File: src/rtl/pin_loopback_pkg.sv
// Shared types and the pattern rule for the pin loopback tester.
package pin_loopback_pkg;

  typedef enum logic [2:0] {
    ST_IDLE,
    ST_SETTLE,
    ST_APPLY,
    ST_WAIT,
    ST_DONE
  } state_e;

  localparam logic MODE_ALL  = 1'b0;
  localparam logic MODE_WALK = 1'b1;

  // Value of tx bit `ch` for a step. Odd steps drive all-zero. Even steps
  // drive all-ones (all-toggle) or a one-hot bit at walk_idx (walking-one).
  function automatic logic pattern_bit(input logic        mode,
                                       input logic        odd_step,
                                       input int unsigned walk_idx,
                                       input int unsigned ch);
    logic b;
    b = 1'b0;
    if (!odd_step) begin
      case (mode)
        MODE_ALL:  b = 1'b1;
        MODE_WALK: b = (walk_idx == ch);
      endcase
    end
    return b;
  endfunction

endpackage

File: src/rtl/pin_loopback_sync.sv
// Multi-stage flip-flop synchroniser for a bus of independent asynchronous bits.
module pin_loopback_sync #(
  parameter int WIDTH  = 8,
  parameter int STAGES = 2
) (
  input  logic             clk,
  input  logic             reset,
  input  logic [WIDTH-1:0] din,
  output logic [WIDTH-1:0] dout
);

  logic [STAGES-1:0][WIDTH-1:0] stage_q;

  // NOTE: the synchroniser flops are reset as well, so rx_s is a known 0
  // straight out of reset instead of whatever metastable junk was captured.
  always_ff @(posedge clk or posedge reset) begin
    if (reset) begin
      stage_q <= '0;
    end else begin
      stage_q <= {stage_q[STAGES-2:0], din};
    end
  end

  assign dout = stage_q[STAGES-1];

endmodule

File: src/rtl/pin_loopback_tester.sv
// Board-level I/O loopback tester: drives patterns on tx, checks the looped-back
// rx within a timeout, and reports sticky per-channel errors and pass/fail.
module pin_loopback_tester
  import pin_loopback_pkg::*;
#(
  parameter int NUM_CH        = 8,
  parameter int SYNC_STAGES   = 2,
  parameter int TIMEOUT       = 64,
  parameter int SETTLE_CYCLES = 256,
  parameter int CNT_WIDTH     = 16
) (
  input  logic                 clk,
  input  logic                 reset,
  input  logic                 start,
  input  logic                 stop,
  input  logic                 mode,
  input  logic [CNT_WIDTH-1:0] num_steps,
  input  logic [NUM_CH-1:0]    rx,
  output logic [NUM_CH-1:0]    tx,
  output logic                 busy,
  output logic                 done,
  output logic                 pass,
  output logic [NUM_CH-1:0]    err_mask,
  output logic [CNT_WIDTH-1:0] err_count,
  output logic [CNT_WIDTH-1:0] step_count
);

  localparam int TMO_W  = (TIMEOUT > 1)       ? $clog2(TIMEOUT)       : 1;
  localparam int SET_W  = (SETTLE_CYCLES > 1) ? $clog2(SETTLE_CYCLES) : 1;
  localparam int WALK_W = (NUM_CH > 1)        ? $clog2(NUM_CH)        : 1;

  state_e                state_q, state_d;
  logic [NUM_CH-1:0]     rx_s;
  logic [NUM_CH-1:0]     tx_pat;
  logic                  mode_q;
  logic                  aborted_q;
  logic [CNT_WIDTH-1:0]  num_steps_q;
  logic [SET_W-1:0]      settle_cnt_q;
  logic [TMO_W-1:0]      wait_cnt_q;
  logic [WALK_W-1:0]     walk_idx_q;

  logic active, start_ok, abort_req;
  logic settle_last, rx_match, wait_expired, step_end, last_step;

  pin_loopback_sync #(
    .WIDTH  (NUM_CH),
    .STAGES (SYNC_STAGES)
  ) u_sync (
    .clk   (clk),
    .reset (reset),
    .din   (rx),
    .dout  (rx_s)
  );

  assign active       = state_q inside {ST_SETTLE, ST_APPLY, ST_WAIT};
  assign start_ok     = (state_q == ST_IDLE || state_q == ST_DONE) && start;
  assign abort_req    = active && stop;
  assign settle_last  = (state_q == ST_SETTLE) && (settle_cnt_q == SET_W'(SETTLE_CYCLES - 1));
  assign rx_match     = (rx_s == tx);
  assign wait_expired = (wait_cnt_q == TMO_W'(TIMEOUT - 1));
  assign step_end     = (state_q == ST_WAIT) && (rx_match || wait_expired);
  assign last_step    = ((step_count + CNT_WIDTH'(1)) == num_steps_q);

  // Pattern for the step about to be applied.
  // NOTE: every always_comb output gets a default first so no path infers a latch.
  always_comb begin
    tx_pat = '0;
    for (int i = 0; i < NUM_CH; i++) begin
      tx_pat[i] = pattern_bit(mode_q, step_count[0], 32'(walk_idx_q), unsigned'(i));
    end
  end

  always_ff @(posedge clk or posedge reset) begin
    if (reset) state_q <= ST_IDLE;
    else       state_q <= state_d;
  end

  always_comb begin
    state_d = state_q;
    unique case (state_q)
      ST_IDLE, ST_DONE: if (start) state_d = ST_SETTLE;
      ST_SETTLE: begin
        if (stop)             state_d = ST_DONE;
        else if (settle_last) state_d = (num_steps_q == '0) ? ST_DONE : ST_APPLY;
      end
      ST_APPLY: state_d = stop ? ST_DONE : ST_WAIT;
      ST_WAIT: begin
        if (stop)          state_d = ST_DONE;
        else if (step_end) state_d = last_step ? ST_DONE : ST_APPLY;
      end
      default: state_d = ST_IDLE;
    endcase
  end

  always_comb begin
    busy = 1'b0;
    done = 1'b0;
    pass = 1'b0;
    busy = active;
    done = (state_q == ST_DONE);
    pass = done && (err_mask == '0) && !aborted_q;
  end

  // NOTE: sequential state uses non-blocking assignments only, so every flop
  // samples pre-edge values regardless of statement order.
  always_ff @(posedge clk or posedge reset) begin
    if (reset) begin
      tx           <= '0;
      err_mask     <= '0;
      err_count    <= '0;
      step_count   <= '0;
      mode_q       <= MODE_ALL;
      aborted_q    <= 1'b0;
      num_steps_q  <= '0;
      settle_cnt_q <= '0;
      wait_cnt_q   <= '0;
      walk_idx_q   <= '0;
    end else if (start_ok) begin
      tx           <= '0;
      err_mask     <= '0;
      err_count    <= '0;
      step_count   <= '0;
      mode_q       <= mode;
      aborted_q    <= 1'b0;
      num_steps_q  <= num_steps;
      settle_cnt_q <= '0;
      walk_idx_q   <= '0;
    end else if (abort_req) begin
      aborted_q <= 1'b1;
      tx        <= '0;
    end else begin
      case (state_q)
        ST_SETTLE: begin
          settle_cnt_q <= settle_cnt_q + SET_W'(1);
          // Anything high while tx is held low is a stuck-high pin.
          if (settle_last) err_mask <= err_mask | rx_s;
        end
        ST_APPLY: begin
          tx         <= tx_pat;
          wait_cnt_q <= '0;
        end
        ST_WAIT: begin
          wait_cnt_q <= wait_cnt_q + TMO_W'(1);
          if (step_end) begin
            if (!rx_match) begin
              err_mask <= err_mask | (rx_s ^ tx);
              if (err_count != '1) err_count <= err_count + CNT_WIDTH'(1);
            end
            step_count <= step_count + CNT_WIDTH'(1);
            if (!step_count[0]) begin
              walk_idx_q <= (walk_idx_q == WALK_W'(NUM_CH - 1)) ? '0 : walk_idx_q + WALK_W'(1);
            end
            if (last_step) tx <= '0;
          end
        end
        default: ;
      endcase
    end
  end

endmodule

File: config.mk
export PLATFORM = sky130hd
export DESIGN_NAME = pin_loopback_tester
export DESIGN_NICKNAME = d
export VERILOG_FILES = /design/src/rtl/pin_loopback_pkg.sv /design/src/rtl/pin_loopback_sync.sv /design/src/rtl/pin_loopback_tester.sv
export SDC_FILE = /design/constraint.sdc
export NUM_CORES = 1
export LEC_CHECK = 0
export ABC_AREA = 0
export CAP_MARGIN = 10
export CORE_UTILIZATION = 30
export DETAILED_ROUTE_END_ITERATION = 16
export PLACE_DENSITY = 0.58
export SYNTH_ARGS = -nofsm -noshare
export SYNTH_HDL_FRONTEND = slang
export SYNTH_SLANG_ARGS = --single-unit
File: constraint.sdc
create_clock -name clk -period 10.2 [get_ports clk]
set_input_delay 3.06 -clock clk [delete_from_list [all_inputs] [get_ports clk]]
set_output_delay 3.06 -clock clk [all_outputs]
set_load 0.02 [all_outputs]
==> flow_metrics.py, run 1 <==
metrics = {
    "clock_network": {
        "htreeDepth": 3,
        "postCtsHoldBufs": 0,
        "root_buffer": "clkbuf_16",
        "cts_tree": "built",
        "cts_buffer_depth": 2,
        "clock-sinks": 102,
        "cts.clk_slew.worst_paths_ns": 0.08,
        "worstSkewPairLatency_ns": 0.36,
        "cts_setup_buffers": 0,
        "cts_buffers": 9,
        "ctsResizeCount": 0,
    },
    "logic_synthesis": {
        "synth_flop_cell": "dfrtp_1",
        "ys_types": 56,
        "synthArstFlopShare_pct": 100.0,
        "synthCells": 603,
        "synth.avg_cell_area_um2": 8.846,
        "syn_nets": 642,
        "synth-simple-area-share_pct": 24.63,
        "yosys.area_share.xor_xnor_pct": 8.539,
        "synth_edf_count": 0,
        "synth_compound_area_share_pct": 12.76,
        "synth_top_cell_by_area": "dfrtp_1",
        "yosys.area_share.adder_pct": 2.346,
        "synthMostInstantiatedCell": "nand2_1",
        "yosysSeqAreaShare_pct": 47.85,
        "yosys_register_bits": 102,
        "synth_top_family_by_area": "simple AND/OR/NAND/NOR gates",
        "ys_warn_count": 0,
        "synthesis.area_um2": 5334,
        "synth.area.top_cells": "dfrtp_1 48%, nand2_1 8.8%, xor2_1 6.7%",
        "synth_mux_area_share_pct": 0.9383,
        "netlist.area_leader.share_pct": 47.85,
        "synthTopCellsByCount": "125 x nand2_1, 102 x dfrtp_1, 56 x nor2_1",
    },
    "placement": {
        "dp_hpwl_mm": 9.549,
        "gp_congestion": 0.8670,
        "portBuffers": 79,
    },
    "power": {
        "report.power.total_w": 0.001415,
        "ir_drop_mv": 0.1116,
        "p_per_area_nw_per_um2": 213.7,
        "p_leak_nw": 2.874,
    },
    "sta": {
        "fin_crit_ns": 5.720,
        "slew_viol_final": 0,
        "worst_clock_skew_ns": 0.01033,
        "finalSetupTns_ns": 0,
        "hold_viol_final": 0,
        "rsz0062_at_grt": "no",
        "max_slew_margin_pct": 26.23,
        "period_share_pct": 56.08,
        "setup_violations": 0,
        "fmax_ghz": 0.1748,
        "tightest_slew_ns": 1.104,
    },
    "layout": {
        "area.growth.synth_to_final_pct": 24.16,
        "antennaDiodeCount": 0,
        "nets": 705,
        "layout-drive-gt1-share_pct": 4.620,
    },
    "floorplan": {
        "pin_count": 80,
        "start_util_pct": 30.73,
        "coreArea_um2": 17360,
        "num_rows": 48,
        "die_h_um": 135.3,
        "die_w_um": 135.3,
        "dieArea_um2": 18320,
    },
    "route": {
        "first_pass_iters": 7,
        "drtIter0Drc": 289,
        "vias": 4507,
        "antenna_left": 0,
        "route.detailed.drc": 0,
        "viasPerCell": 5.030,
        "wire_per_inst_um": 15.34,
        "wirelength_mm": 13.74,
    },
    "setup_path": {
        "critPathLaunchType": "flip-flop",
        "worstSetupEndpointType": "primary output",
        "rrSetupSlack_ns": 6.92,
        "required_ns": 7.14,
        "arrival_ns": 2.66,
        "crit_type": "flip-flop to primary output",
        "cp_max_fo": 22,
    },
    "grt": {
        "antenna_found_initial": 0,
        "grt_pass1_wl_mm": 22.63,
        "gr-total-overflow": 0,
        "first_global_vias": 4461,
        "grt_max_degree": 71,
        "grtUsageTotal_pct": 15.92,
    },
    "outcome": {
        "outcome": "finished, final reports clean",
    },
    "min_path": {
        "hold_path_class": "flip-flop to flip-flop",
    },
    "flow_run": {
        "max_cap_violations": 0,
    },
}
[power breakdown]
group,total (W),internal [W],switching [W]
combinational,0.000454,0.000191,0.000264
clock,0.000362,0.000179,0.000184
sequential,0.000598,0.000486,0.000113
[final cells by class]
| type | instances | area (um^2) |
|---|---|---|
| timing repair buffer | 81 | 805.8 |
| fill | 1719 | 10730 |
| sequential | 102 | 2552 |
| inverter | 11 | 43.79 |
| multi-input combinational | 461 | 2625 |
| clock buffer | 9 | 225.2 |
| clock inverter | 7 | 88.84 |
| tap | 225 | 281.5 |
[per-stage QoR]
step	hold slack, ns	instances	setup slack (ns)	instance area (um^2)	utilization [%]
4_1_cts	0.3560	896	4.473	6623	38.16
6_report	0.3529	896	4.480	6623	38.16
2_1_floorplan	0.3312	603	4.465	5334	-
3_5_place_dp	0.3364	880	4.517	6309	36.35
5_1_grt	0.3604	896	4.309	6623	38.16
3_3_place_gp	0.3321	880	4.673	6309	36.35
[cells by family after synthesis]
family / Yosys count
and+or+nand+nor: 279
AOI/OAI and AO/OA: 115
DFF: 102
xor gates and xnor gates: 52
buffers and inverters: 40
adders and majority gates: 10
muxes: 5
[cells in the final DEF (no fill, tap or decap), types with 11 or more instances in the layout]
cell type / count
a21oi_1: 37
and3_1: 15
clkdlybuf4s50_1: 79
dfrtp_1: 102
nand2_1: 125
nand3_1: 22
nor2_1: 56
o21ai_0: 43
xnor2_1: 11
xor2_1: 41
[sequential cells by signal, summed over array words and instances, names as in the netlist, 8 cells and up]
name and count:
num_steps_q 16, settle_cnt_q 8, err_mask 8, step_count 16
err_count 16, u_sync.stage_q 8, tx 8, u_sync.dout 8
[layer usage]
layer	up-vias	wire [um]	GRT usage [%]
met4	0	140	4.494
met3	10	727	4.415
met1	2177	6274	20.74
met5	-	0	0
met2	130	6601	25.75
li1	2190	-	-
[worst max-delay path, cell delays in order, from the launching register on]
cell and delay [ns]:
dfrtp_1 0.62, nor3_1 0.61, nand2_1 0.19, nor4_1 0.23, clkdlybuf4s50_1 0.65
[path summary, 6_finish.rpt]
check                      cells past startpoint                         end                         from
max in group asynchronous                      3          mode_q$_DFFE_PP0P_                        reset
hold / removal                                 0    u_sync.dout[7]$_DFF_PP0_  u_sync.stage_q[7]$_DFF_PP0_
min in group asynchronous                      2  num_steps_q[4]$_DFFE_PP0P_                        reset
setup reg to reg                               8      state_q[1]$_DFFE_PP0P_    step_count[0]$_DFFE_PP0P_
hold reg to reg                                0    u_sync.dout[7]$_DFF_PP0_  u_sync.stage_q[7]$_DFF_PP0_
setup / recovery                               4                        pass       state_q[0]$_DFFE_PP0P_
No activity file was read; power rests on OpenSTA's default activity.
==> run 2, diff against run 1 <==
==> constraint.sdc (replaced) <==
create_clock -name clk -period 5.61 [get_ports clk]
set_input_delay 1.683 -clock clk [delete_from_list [all_inputs] [get_ports clk]]
set_output_delay 1.683 -clock clk [all_outputs]
set_load 0.02 [all_outputs]
==> flow_metrics.py, run 2 (synthesis gave the netlist of run 1 again) <==
metrics = {
    "setup_path": {
        "required_ns": 3.93,
        "crit_type": "flip-flop to primary output",
        "regToRegStartpoint": "step_count[0]$_DFFE_PP0P_",
        "reg2regPathDepth": 8,
        "cp_max_fo": 22,
        "arrival_ns": 2.53,
        "critPathLaunchType": "flip-flop",
        "worstSetupEndpointType": "primary output",
        "reg2reg_to": "tx[3]$_DFFE_PP0P_",
        "rrSetupSlack_ns": 2.31,
    },
    "clock_network": {
        "cts_buffers": 9,
        "worstSkewPairLatency_ns": 0.36,
        "ctsResizeCount": 0,
        "cts_tree": "built",
        "clock-sinks": 102,
        "postCtsHoldBufs": 0,
        "cts_buffer_depth": 2,
        "cts.clk_slew.worst_paths_ns": 0.07,
        "root_buffer": "clkbuf_16",
        "htreeDepth": 3,
        "cts_setup_buffers": 0,
    },
    "route": {
        "drtIter0Drc": 338,
        "first_pass_iters": 4,
        "wire_per_inst_um": 14.95,
        "vias": 4506,
        "antenna_left": 0,
        "route.detailed.drc": 0,
        "wirelength_mm": 13.42,
        "viasPerCell": 5.018,
    },
    "power": {
        "p_sw_w": 0.0009731,
        "internal_power_w": 0.001540,
        "p_per_area_nw_per_um2": 380.6,
        "p_seq_share_pct": 43.2,
        "pwr-share-clk_pct": 24.2,
        "comb_power_share_pct": 32.6,
        "ir_drop_mv": 0.2255,
        "p_leak_nw": 2.870,
        "swShare_pct": 38.72,
    },
    "placement": {
        "portBuffers": 79,
        "pre_cts_slack_ns": 1.404,
        "gp_congestion": 0.8400,
        "dp_hpwl_mm": 9.456,
        "dp_cells": 882,
    },
    "sta": {
        "rsz0062_at_grt": "no",
        "slew_viol_final": 0,
        "fin_crit_ns": 4.211,
        "setup_violations": 0,
        "final.setup.worst_slack_ns": 1.399,
        "max_slew_margin_pct": 29.50,
        "period_share_pct": 75.06,
        "hold_viol_final": 0,
        "fmax_ghz": 0.2375,
        "timing.hold.ws_ns": 0.3512,
        "worst_clock_skew_ns": 0.008827,
        "finalSetupTns_ns": 0,
        "tightest_slew_ns": 1.058,
    },
    "grt": {
        "first_global_vias": 4445,
        "gr-total-overflow": 0,
        "grt_max_degree": 85,
        "grtUsageTotal_pct": 15.36,
        "antenna_found_initial": 0,
        "grt_pass1_wl_mm": 22.04,
    },
    "layout": {
        "layout-drive-gt1-share_pct": 4.903,
        "nets": 707,
        "reg_top3": "err_count (16), num_steps_q (16), step_count (16)",
        "final_cell_mix": "125 x nand2_1, 102 x dfrtp_1, 79 x clkdlybuf4s50_1, 56 x nor2_1, 43 x o21ai_0",
        "post_layout_nonfiller_instances": 898,
        "nFillCells": 1714,
        "layout_commonest_cell": "nand2_1",
        "antennaDiodeCount": 0,
        "area.growth.synth_to_final_pct": 23.81,
    },
    "min_path": {
        "hold_path_class": "flip-flop to flip-flop",
        "worstHoldEndpoint": "u_sync.dout[4]$_DFF_PP0_",
        "hold_start": "u_sync.stage_q[4]$_DFF_PP0_",
        "hold-path-cell-count": 0,
    },
    "floorplan": {
        "pin_count": 80,
        "num_rows": 48,
        "die_h_um": 135.3,
        "start_util_pct": 30.73,
        "dieArea_um2": 18320,
        "die_w_um": 135.3,
        "coreArea_um2": 17360,
    },
    "outcome": {
        "outcome": "finished, final reports clean",
    },
    "flow_run": {
        "max_cap_violations": 0,
    },
}
[run 2: cell types whose count changed in the layout (fill, tap and decap cells not counted)]
cell,before,now
inv_8,2,1
clkinvlp_4,0,1
clkinv_2,0,2
inv_12,1,0
inv_6,2,3
clkinv_8,2,0
buf_4,2,4
[run 2: per-layer routing]
metal	wire length, um	global-route usage (%)	up-vias
met4	278	4.744	0
li1	-	-	2194
met3	685	4.751	20
met5	0	0	-
met2	6353	25.47	102
met1	6105	19.01	2190
[run 2: worst max-delay path: stages, from the launching register on]
cell and delay (ns):
dfrtp_1 0.62, nor3_1 0.49, nand2_1 0.18, nor4_1 0.22, clkdlybuf4s50_1 0.65
[run 2: worst max path at each step]
stage | endpoint | startpoint | slack [ns] | cells past startpoint
floorplan | aborted_q$_DFFE_PP0N_ | reset | 1.25 | 1
finish | pass | state_q[0]$_DFFE_PP0P_ | 1.40 | 4
global placement | step_count[6]$_DFFE_PP0P_ | stop | 1.52 | 8
CTS | pass | state_q[0]$_DFFE_PP0P_ | 1.33 | 4
detailed placement | step_count[15]$_DFFE_PP0P_ | stop | 1.40 | 8
global route | pass | state_q[0]$_DFFE_PP0P_ | 1.24 | 4
[run 2: final cells by class]
type                            count  area [um^2]  area share [%]
Clock inverter                      7        55.05          0.8336
Timing Repair Buffer               83        820.8           12.43
Multi-Input combinational cell    461         2625           39.75
Sequential cell                   102         2552           38.65
Inverter                           11        43.79          0.6631
Clock buffer                        9        225.2           3.410
Tap cell                          225        281.5           4.263
[run 2: stage by stage]
stage / total power (W) / utilization (%) / instance area [um^2]
6_report: 0.002513 / 38.05 / 6604
5_1_grt: 0.002685 / 38.05 / 6604
4_1_cts: 0.002543 / 38.05 / 6604
3_5_place_dp: 0.001924 / 36.43 / 6324
3_3_place_gp: 0.001904 / 36.43 / 6324
2_1_floorplan: 0.001601 / - / 5334
[run 2: power groups by stage]
stage               Clock [W]  Sequential, W  Combinational (W)
finish               0.000608        0.00109           0.000818
CTS                  0.000626        0.00109           0.000830
floorplan                   0        0.00108           0.000521
global placement            0        0.00109           0.000810
detailed placement          0        0.00110           0.000824
global route         0.000663        0.00111           0.000908
